[config.mk]
export PLATFORM = sky130hd
export DESIGN_NAME = fifo_fill_ctrl
export DESIGN_NICKNAME = d
export VERILOG_FILES = /design/src/rtl/fifo_fill_ctrl_pkg.sv /design/src/rtl/fifo_repl_state.sv /design/src/rtl/fifo_fill_ctrl.sv
export SDC_FILE = /design/constraint.sdc
export NUM_CORES = 1
export LEC_CHECK = 0
export ABC_AREA = 1
export CORE_ASPECT_RATIO = 0.5
export CORE_UTILIZATION = 60
export CTS_CLUSTER_SIZE = 12
export DETAILED_ROUTE_END_ITERATION = 10
export DONT_BUFFER_PORTS = 1
export PLACE_DENSITY = 0.76
export SLEW_MARGIN = 20
export SYNTH_ARGS = -nofsm -noshare
export SYNTH_HDL_FRONTEND = slang
export SYNTH_SLANG_ARGS = --single-unit
[constraint.sdc]
create_clock -name clk -period 3.95 [get_ports clk]
set_clock_uncertainty 0.05 [all_clocks]
set_input_delay 0.395 -clock clk [delete_from_list [all_inputs] [get_ports clk]]
set_output_delay 0.395 -clock clk [all_outputs]
set_load 0.02 [all_outputs]
[src/rtl/fifo_fill_ctrl_pkg.sv]
// Shared types and helpers for the fifo_fill_ctrl miss/fill sequencer.
package fifo_fill_ctrl_pkg;

    localparam int WAYS      = 2;
    localparam int SETS_DEF  = 8;
    localparam int IDX_W_DEF = 3;
    localparam int CNT_W_DEF = 16;

    typedef enum logic [2:0] {
        IDLE,
        REQ,
        WAIT,
        FILL,
        DONE
    } state_t;

    // Prefer an empty way; only when the set is full fall back to the FIFO pointer.
    function automatic logic pick_victim(input logic [WAYS-1:0] valid, input logic ptr);
        if (!valid[0]) begin
            return 1'b0;
        end else if (!valid[1]) begin
            return 1'b1;
        end else begin
            return ptr;
        end
    endfunction

endpackage

[src/rtl/fifo_repl_state.sv]
// Per-set valid bits and FIFO replacement pointer for the 2-way cache.
// Combinational read port (used by the same-cycle hit check), single update port.
module fifo_repl_state
    import fifo_fill_ctrl_pkg::*;
#(
    parameter int SETS  = SETS_DEF,
    parameter int IDX_W = IDX_W_DEF
) (
    input  logic             clk,
    input  logic             reset,
    input  logic [IDX_W-1:0] rd_index,
    output logic [WAYS-1:0]  rd_valid,
    output logic             rd_ptr,
    input  logic             upd_en,
    input  logic [IDX_W-1:0] upd_index,
    input  logic             upd_way
);

    logic [WAYS-1:0] valid_reg [SETS];
    logic [SETS-1:0] ptr_reg;
    logic [SETS-1:0] set_sel;

    // One-hot decode of the set being filled.
    genvar gi;
    generate
        for (gi = 0; gi < SETS; gi++) begin : g_sel
            assign set_sel[gi] = upd_en && (upd_index == IDX_W'(gi));
        end
    endgenerate

    assign rd_valid = valid_reg[rd_index];
    assign rd_ptr   = ptr_reg[rd_index];

    // Mark the filled way valid; the pointer only moves when a valid line was displaced.
    always_ff @(posedge clk or negedge reset) begin
        if (!reset) begin
            for (int s = 0; s < SETS; s++) begin
                valid_reg[s] <= '0;
            end
            ptr_reg <= '0;
        end else begin
            for (int s = 0; s < SETS; s++) begin
                if (set_sel[s]) begin
                    valid_reg[s][upd_way] <= 1'b1;
                    if (&valid_reg[s]) begin
                        ptr_reg[s] <= ~upd_way;
                    end
                end
            end
        end
    end

endmodule

[src/rtl/fifo_fill_ctrl.sv]
// Miss/fill sequencer for the 2-way set-associative cache with FIFO replacement.
// Optional statistics counters (hit/miss/evict) are built when FIFO_FILL_STATS_EN is defined.
module fifo_fill_ctrl
    import fifo_fill_ctrl_pkg::*;
#(
    parameter int SETS  = SETS_DEF,
    parameter int IDX_W = IDX_W_DEF
`ifdef FIFO_FILL_STATS_EN
    ,
    parameter int CNT_W = CNT_W_DEF
`endif
) (
    input  logic             clk,
    input  logic             reset,
    input  logic             cpu_req_valid,
    input  logic [IDX_W-1:0] cpu_index,
    input  logic             hit_way0,
    input  logic             hit_way1,
    output logic             cpu_ready,
    output logic             cpu_done,
    output logic             cpu_hit,
    output logic             cpu_way,
    output logic             mem_req_valid,
    input  logic             mem_req_ready,
    output logic [IDX_W-1:0] mem_req_index,
    input  logic             mem_rsp_valid,
    output logic             fill_we,
    output logic             fill_way,
`ifdef FIFO_FILL_STATS_EN
    output logic [CNT_W-1:0] hit_cnt,
    output logic [CNT_W-1:0] miss_cnt,
    output logic [CNT_W-1:0] evict_cnt,
`endif
    output logic [IDX_W-1:0] fill_index
);

    state_t           state_reg, state_next;
    logic [IDX_W-1:0] idx_reg, idx_next;
    logic             victim_reg, victim_next;
    logic             hit_done_reg, hit_done_next;
    logic             hit_way_reg, hit_way_next;

    logic [IDX_W-1:0] rd_index;
    logic [WAYS-1:0]  rd_valid;
    logic             rd_ptr;
    logic             hit0, hit1;
    logic             req_take;

    // While idle the lookup index addresses the tables; afterwards the latched miss index does.
    assign rd_index = (state_reg == IDLE) ? cpu_index : idx_reg;
    assign hit0     = hit_way0 && rd_valid[0];
    assign hit1     = hit_way1 && rd_valid[1];
    assign req_take = (state_reg == IDLE) && !hit_done_reg && cpu_req_valid;

    assign mem_req_index = idx_reg;
    assign fill_way      = victim_reg;
    assign fill_index    = idx_reg;

    fifo_repl_state #(
        .SETS  (SETS),
        .IDX_W (IDX_W)
    ) u_repl (
        .clk       (clk),
        .reset     (reset),
        .rd_index  (rd_index),
        .rd_valid  (rd_valid),
        .rd_ptr    (rd_ptr),
        .upd_en    (state_reg == FILL),
        .upd_index (idx_reg),
        .upd_way   (victim_reg)
    );

    // State and latched request context.
    always_ff @(posedge clk or negedge reset) begin
        if (!reset) begin
            state_reg    <= IDLE;
            idx_reg      <= '0;
            victim_reg   <= 1'b0;
            hit_done_reg <= 1'b0;
            hit_way_reg  <= 1'b0;
        end else begin
            state_reg    <= state_next;
            idx_reg      <= idx_next;
            victim_reg   <= victim_next;
            hit_done_reg <= hit_done_next;
            hit_way_reg  <= hit_way_next;
        end
    end

    // Next-state and output decode; a hit completes in the cycle after the lookup without leaving IDLE.
    always_comb begin
        state_next    = state_reg;
        idx_next      = idx_reg;
        victim_next   = victim_reg;
        hit_done_next = 1'b0;
        hit_way_next  = hit_way_reg;
        cpu_ready     = 1'b0;
        cpu_done      = 1'b0;
        cpu_hit       = 1'b0;
        cpu_way       = 1'b0;
        mem_req_valid = 1'b0;
        fill_we       = 1'b0;
        case (state_reg)
            IDLE: begin
                cpu_ready = !hit_done_reg;
                if (hit_done_reg) begin
                    cpu_done = 1'b1;
                    cpu_hit  = 1'b1;
                    cpu_way  = hit_way_reg;
                end
                if (req_take) begin
                    if (hit0 || hit1) begin
                        hit_done_next = 1'b1;
                        hit_way_next  = !hit0;
                    end else begin
                        idx_next    = cpu_index;
                        victim_next = pick_victim(rd_valid, rd_ptr);
                        state_next  = REQ;
                    end
                end
            end
            REQ: begin
                mem_req_valid = 1'b1;
                if (mem_req_ready) begin
                    state_next = WAIT;
                end
            end
            WAIT: begin
                if (mem_rsp_valid) begin
                    state_next = FILL;
                end
            end
            FILL: begin
                fill_we    = 1'b1;
                state_next = DONE;
            end
            DONE: begin
                cpu_done   = 1'b1;
                cpu_way    = victim_reg;
                state_next = IDLE;
            end
            default: begin
                state_next = IDLE;
            end
        endcase
    end

`ifdef FIFO_FILL_STATS_EN
    logic [CNT_W-1:0] hit_cnt_reg, miss_cnt_reg, evict_cnt_reg;
    logic             evict_now;

    // A fill evicts only when the chosen way already held a line.
    assign evict_now = (state_reg == FILL) && rd_valid[victim_reg];

    // Saturating event counters.
    always_ff @(posedge clk or negedge reset) begin
        if (!reset) begin
            hit_cnt_reg   <= '0;
            miss_cnt_reg  <= '0;
            evict_cnt_reg <= '0;
        end else begin
            if (cpu_done && cpu_hit && !(&hit_cnt_reg)) begin
                hit_cnt_reg <= hit_cnt_reg + CNT_W'(1);
            end
            if (cpu_done && !cpu_hit && !(&miss_cnt_reg)) begin
                miss_cnt_reg <= miss_cnt_reg + CNT_W'(1);
            end
            if (evict_now && !(&evict_cnt_reg)) begin
                evict_cnt_reg <= evict_cnt_reg + CNT_W'(1);
            end
        end
    end

    assign hit_cnt   = hit_cnt_reg;
    assign miss_cnt  = miss_cnt_reg;
    assign evict_cnt = evict_cnt_reg;
`endif

endmodule

==> summary.md, run 1 <==
| Metric | Value |
|---|---|
| Met3 GRT Util | 9.111% |
| Top cell type by total area after synthesis | dfrtp_1 |
| Total track usage | about a quarter |
| Max-Cap Viols | 0 |
| Root Driver | clkbuf_8 |
| Clock latency on the worst-skew pair | between 0.2 and 0.3 ns |
| CTS tree | built |
| Via density | 5.489 |
| Post-DP HPWL | 2847 um |
| Layout cells sized above 1 | 11.35% |
| Fillers | 230 |
| Leakage | 0.0009038 uW |
| Post-synth cell types | 22 |
| Overflow after GRT | 0 |
| Met1 Use GR | 36.11% |
| Die width | 79.36 um |
| Vias in the first global route | between 1000 and 1500 |
| Max FFs per register | 16 |
| Post_cts resized | 0 |
| DRT iter0 DRCs | 116 |
| Worst setup margin | 1.790 ns |
| Finished Cell Area | 1928 um2 |
| Seq cells post-synth | 33 |
| Core area | ~2700 um2 |
| Drt total wl | 3838 um |
| Final Hold Viols | 0 |
| Min Tclk post-route | 2.160 ns |
| Setup TNS | 0 ns |
| Yosys top cell area share | 45.99% |
| Worst hold path type | primary input to flop |
| Synth warn | 0 |
| Placed Area | about 1800 um2 |
| RSZ-0062 raised after global routing | no |
| Multi-input logic area | 800.8 um2 |
| Outcome | finished clean |
| Synth Cell Area | 1795 um2 |
| Port-buffer cells | 0 |
| Critical path required time | 3.50 ns |
| Final setup fails | 0 |
| Layout Utilization | 70.98% |
| Worst slack, placed | between 1.5 and 2 ns |
| IO Count | 23 |
| Initial Util | 66.10% |
| Final-stage net count | 238 |
| Synthesized area per cell | between 7 and 8 um2 |
| Cells after synthesis | between 200 and 250 |
| Sequential cell area fraction in the yosys report | between 40% and 50% |
| Row Count | 13 |
| VDD IR max | 557.8 uV |
| Period utilisation layout | 54.69% |
| DRC | 0 |
| Largest cells by area after synthesis | dfrtp_1, nand2_1, nand3_1 |
| Syn nets | 235 |
| Fmax | 462.9 MHz |
| # diodes | 0 |
| Wire per inst | 14.43 um |
| CP Max Fanout | 11 |
| GPL Wtd Cong | 0.9361 |
| Post CTS Setup Buffer Count | 0 |
| Reg clk slew, reported paths | 0.07 ns |
| CTS H-tree depth | 2 |
| Slew HR | 49.60% |
| Via count | between 1000 and 1500 |
| First drt pass iteration count | 5 |
| First-pass GRT wire length | roughly 6100 um |
| Initial antenna violation count | 0 |
| Crit path capture type | primary output |
| Num Clock Sinks | 33 |
| Worst path arrival time | 1.72 ns |
| Reg area | 825.8 um2 |
| Tightest Pin Transition | 0.7560 ns |
| Area growth syn-to-layout | 7.387% |
| M2 GR Usage | 40.95% |
| CTS Buf Count | 5 |
| Pwr dens | 867.0 nW/um2 |
| Critical path launch point type | flop |
| Antenna-violating nets left | 0 |
| Die height | 40.68 um |
| Gr busiest metal | met2 |
| Maximum clock path buffer count | 2 |
| WS Path Type | flop to primary output |
| Pins Over Slew Limit | 0 |
| Largest net degree at the start of global routing | 34 |
| Tot Pwr | 1672 uW |
| Die ar. | 3228 um2 |
## worst max-delay path, cell delays in order (launching register included)
cell and delay, ns:
dfrtp_1 0.42, nor2_4 0.21, nand2_4 0.15, nor2_1 0.37
nand2_1 0.10, nand2_1 0.19
## final cells by class
class / count / area share (%)
Sequential cell: 33 / 42.83
Inverter: 33 / 6.424
Tap cell: 37 / 2.401
Timing Repair Buffer: 2 / 1.557
Clock buffer: 7 / 4.997
Clock inverter: 1 / 0.2596
Multi-Input combinational cell: 153 / 41.53
## cell usage in the layout, fill, tap and decap left out, drive strengths merged
cell type     n
dlygate4sd3   1
o21ai        19
nand3        30
clkbuf        7
inv          33
nor2         23
o21a          1
o211ai        2
nand4         2
dfrtp        33
clkinv        1
nand2        59
a21oi         1
o21bai       16
buf           1
## cell families (layout without fill, tap and decap cells)
| family | Yosys count | count (layout) | share of synthesized area, % |
|---|---|---|---|
| DFF | 33 | 33 | 45.99 |
| and+or+nand+nor | 114 | 114 | 30.66 |
| AOI/OAI and AO/OA | 39 | 39 | 13.94 |
| buffers and inverters | 39 | 43 | 9.408 |
## path summary, 6_finish.rpt
| check | from | to | cells after the start | slack, ns |
|---|---|---|---|---|
| max | state_reg[1] | cpu_way | 5 | 1.79 |
| min | cpu_index[2] | fill_index[2] | 2 | 0.22 |
| max reg2reg | state_reg[1] | fill_index[2] | 10 | 1.97 |
| min reg2reg | u_repl.ptr_reg[2] | u_repl.ptr_reg[2] | 2 | 0.45 |
| max in group asynchronous | reset | state_reg[2] | 2 | 3.16 |
| min in group asynchronous | reset | u_repl.valid_reg[0] | 2 | 0.50 |
## power by group
group / total (uW) / internal (uW) / leakage [uW] / switching (uW)
combinational: 744 / 250 / 0.000414 / 494
clock: 282 / 158 / 0.0000542 / 125
sequential: 645 / 459 / 0.000435 / 186
## metal layers
layer	up-vias	part of all wire [%]
li1	726	-
met1	655	51
met3	2	8.7
met2	77	40
met4	0	0.23
met5	-	0
## through the flow
stage	hold slack, ns	std cells
6_report	0.2220	266
5_1_grt	0.2259	266
4_1_cts	0.2200	266
3_5_place_dp	0.05008	256
3_3_place_gp	0.05009	256
2_1_floorplan	0.04941	225
## synthesized netlist by cell type
| cell type | number |
|---|---|
| nand2_1 | 49 |
| dfrtp_1 | 33 |
| nand2_2 | 4 |
| nor2_1 | 22 |
| nand3_4 | 1 |
| inv_2 | 2 |
| clkbuf_1 | 2 |
| nand4_1 | 2 |
| o211ai_1 | 2 |
| nand3_1 | 28 |
| o21ai_0 | 12 |
| o21ai_1 | 5 |
| inv_1 | 31 |
| nand2_4 | 6 |
| o21a_1 | 1 |
| o21ai_2 | 2 |
| nor2_4 | 1 |
| nand3_2 | 1 |
| buf_8 | 1 |
| a21oi_1 | 1 |
| o21bai_1 | 16 |
| buf_4 | 3 |
## timing repair
action	4_1_cts	5_1_grt
setup endpoints to repair	0	0
hold buffers	2	0
hold endpoints to repair	33	0
No activity file was read; power rests on OpenSTA's default activity.
==> run 2, diff against run 1 <==
clock period = 2.2 ns   (was 3.95 ns; I/O delays follow)
==> summary.md, run 2 (synthesis results as in run 1) <==
| Metric | Value |
|---|---|
| Most frequent cells in the layout | nand2_1, dfrtp_1, inv_1 (unchanged) |
| Pwr dens | 1544 nW/um2 (was 867.0 nW/um2) |
| Worst path cell trace | nor2_4, nand2_4, o21ai_1, inv_1, nand3_1, nand2_2, nand2_4, nand2_2, nand2_2, inv_2, nand2_1, nand2_1 (was nor2_4, nand2_4, nor2_1, nand2_1, nand2_1) |
| Vias in the first global route | 1272 (was 1281) |
| Maximum clock path buffer count | 2 (unchanged) |
| Row Count | 13 (unchanged) |
| Port-buffer cells | 0 (unchanged) |
| Fmax | 532.5 MHz |
| Setup TNS | 0 ns (unchanged) |
| Tightest Pin Transition | 0.4256 ns (was 0.7560 ns) |
| Total track usage | 27.42% (was 26.44%) |
| Largest net degree at the start of global routing | 34 (unchanged) |
| Fillers | 217 (was 230) |
| GPL Wtd Cong | 0.9075 (was 0.9361) |
| CTS Buf Count | 5 (unchanged) |
| Cell mode on critical path | nand2_2 (was nand2_1) |
| Pins Over Slew Limit | 0 (unchanged) |
| Die width | 79.36 um (unchanged) |
| First-pass GRT wire length | 6182 um (was 6051 um) |
| Worst path arrival time | 2.01 ns (was 1.72 ns) |
| Area growth syn-to-layout | 9.478% (was 7.387%) |
| CP Max Fanout | 11 (unchanged) |
| CP max-delay cell | dfrtp_1 (unchanged) |
| First drt pass iteration count | 4 (was 5) |
| Post_cts resized | 0 (unchanged) |
| Final Hold Viols | 0 (unchanged) |
| Final-stage net count | 245 (was 238) |
| Drt total wl | 3858 um (was 3838 um) |
| Critical path required time | 2.34 ns (was 3.50 ns) |
| DP Cell Count | 263 (was 256) |
| Commonest non-fill, non-tap cell in the layout | nand2_1 (unchanged) |
| Period utilisation layout | 85.36% |
| Clock latency on the worst-skew pair | 0.29 ns (was 0.28 ns) |
| Crit path capture type | flop (was primary output) |
| Leakage | 0.0009294 uW (was 0.0009038 uW) |
| Num Clock Sinks | 33 (unchanged) |
| Overflow after GRT | 0 (unchanged) |
| Wire per inst | 14.13 um (was 14.43 um) |
| Critical path launch point type | flop (unchanged) |
| Root Driver | clkbuf_8 (unchanged) |
| CTS H-tree depth | 2 (unchanged) |
| Min Tclk post-route | 1.878 ns |
| Hold Buf Count CTS | 2 (unchanged) |
| IO Count | 23 (unchanged) |
| Via density | 5.410 (was 5.489) |
| Max-Cap Viols | 0 (unchanged) |
| Slowest cell delay on critical path | 0.42 ns (about the same) |
| CTS tree | built (unchanged) |
| Via count | 1477 (was 1460) |
| Reg clk slew, reported paths | 0.07 ns (about the same) |
| Slew HR | 71.52% (was 49.60%) |
| Fin cells | 273 (was 266) |
| Antenna-violating nets left | 0 (unchanged) |
| Initial Util | 66.10% (unchanged) |
| Post-DP HPWL | 2968 um (was 2847 um) |
| Initial antenna violation count | 0 (unchanged) |
| # diodes | 0 (unchanged) |
| Die ar. | 3228 um2 (unchanged) |
| Outcome | finished clean (unchanged) |
| DRT iter0 DRCs | 133 (was 116) |
| Max FFs per register | 16 (unchanged) |
| Final setup fails | 0 (unchanged) |
| Worst hold path type | primary input to flop (unchanged) |
| VDD IR max | 1009 uV (was 557.8 uV) |
| Post CTS Setup Buffer Count | 0 (unchanged) |
| Layout cells sized above 1 | 13.98% (was 11.35%) |
| DRC | 0 (unchanged) |
| RSZ-0062 raised after global routing | no (unchanged) |
| WS Path Type | flop to flop (was flop to primary output) |
| Die height | 40.68 um (unchanged) |
| Core area | 2716 um2 (unchanged) |
run 2: area by class of cell:
cell class	count	area [um2]	share of cell area [%]
clock buffers	5	68.82	3.501
flip-flops and latches	33	825.8	42.01
clock inverters	3	17.52	0.8911
repair buffers	9	82.58	4.201
inverters	33	123.9	6.302
well taps	37	46.29	2.355
multi-input cells	153	800.8	40.74
run 2: metal layers:
layer	GRT usage, %	vias up	wire length (um)
met3	8.667	6	290
met4	6.818	0	27
met1	37.86	686	1927
met2	42.67	47	1613
met5	0	-	0
li1	-	738	-
run 2: path summary, 6_finish.rpt:
path	from	slack, ns	depth (start not counted)	endpoint
max in group asynchronous	reset	1.61	2	u_repl.valid_reg[15]
hold / removal	cpu_index[0]	0.03	2	fill_index[0]
hold reg to reg	hit_way_reg	0.44	2	hit_way_reg
setup / recovery	state_reg[1]	0.32	12	hit_way_reg
setup reg to reg	state_reg[1]	0.32	12	hit_way_reg
min in group asynchronous	reset	0.32	2	u_repl.ptr_reg[2]
run 2: power breakdown:
group	internal, uW	total, uW	switching (uW)
Combinational	517	1540	1030
Clock	218	454	236
Sequential	827	1040	211
Total	1560	3030	1470
run 2: critical path, delay by kind of cell (launching register included):
family / cells / cell delay, ns
compound gates: 1 / 0.26
buf+inv: 2 / 0.17
simple gates: 9 / 0.87
flops: 1 / 0.42
run 2: stage by stage:
stage | utilization (%) | setup WS [ns] | total power, uW | area, um2 | hold WS [ns]
5_1_grt | 72.36 | 0.1195 | 3256 | 1966 | 0.03462
2_1_floorplan | - | 0.4391 | 2252 | 1795 | -0.1256
4_1_cts | 72.36 | 0.3214 | 3017 | 1966 | 0.03582
3_5_place_dp | 68.08 | 0.3258 | 2554 | 1849 | -0.1249
6_report | 72.36 | 0.3221 | 3035 | 1966 | 0.03232
3_3_place_gp | 68.08 | 0.3820 | 2514 | 1849 | -0.1249
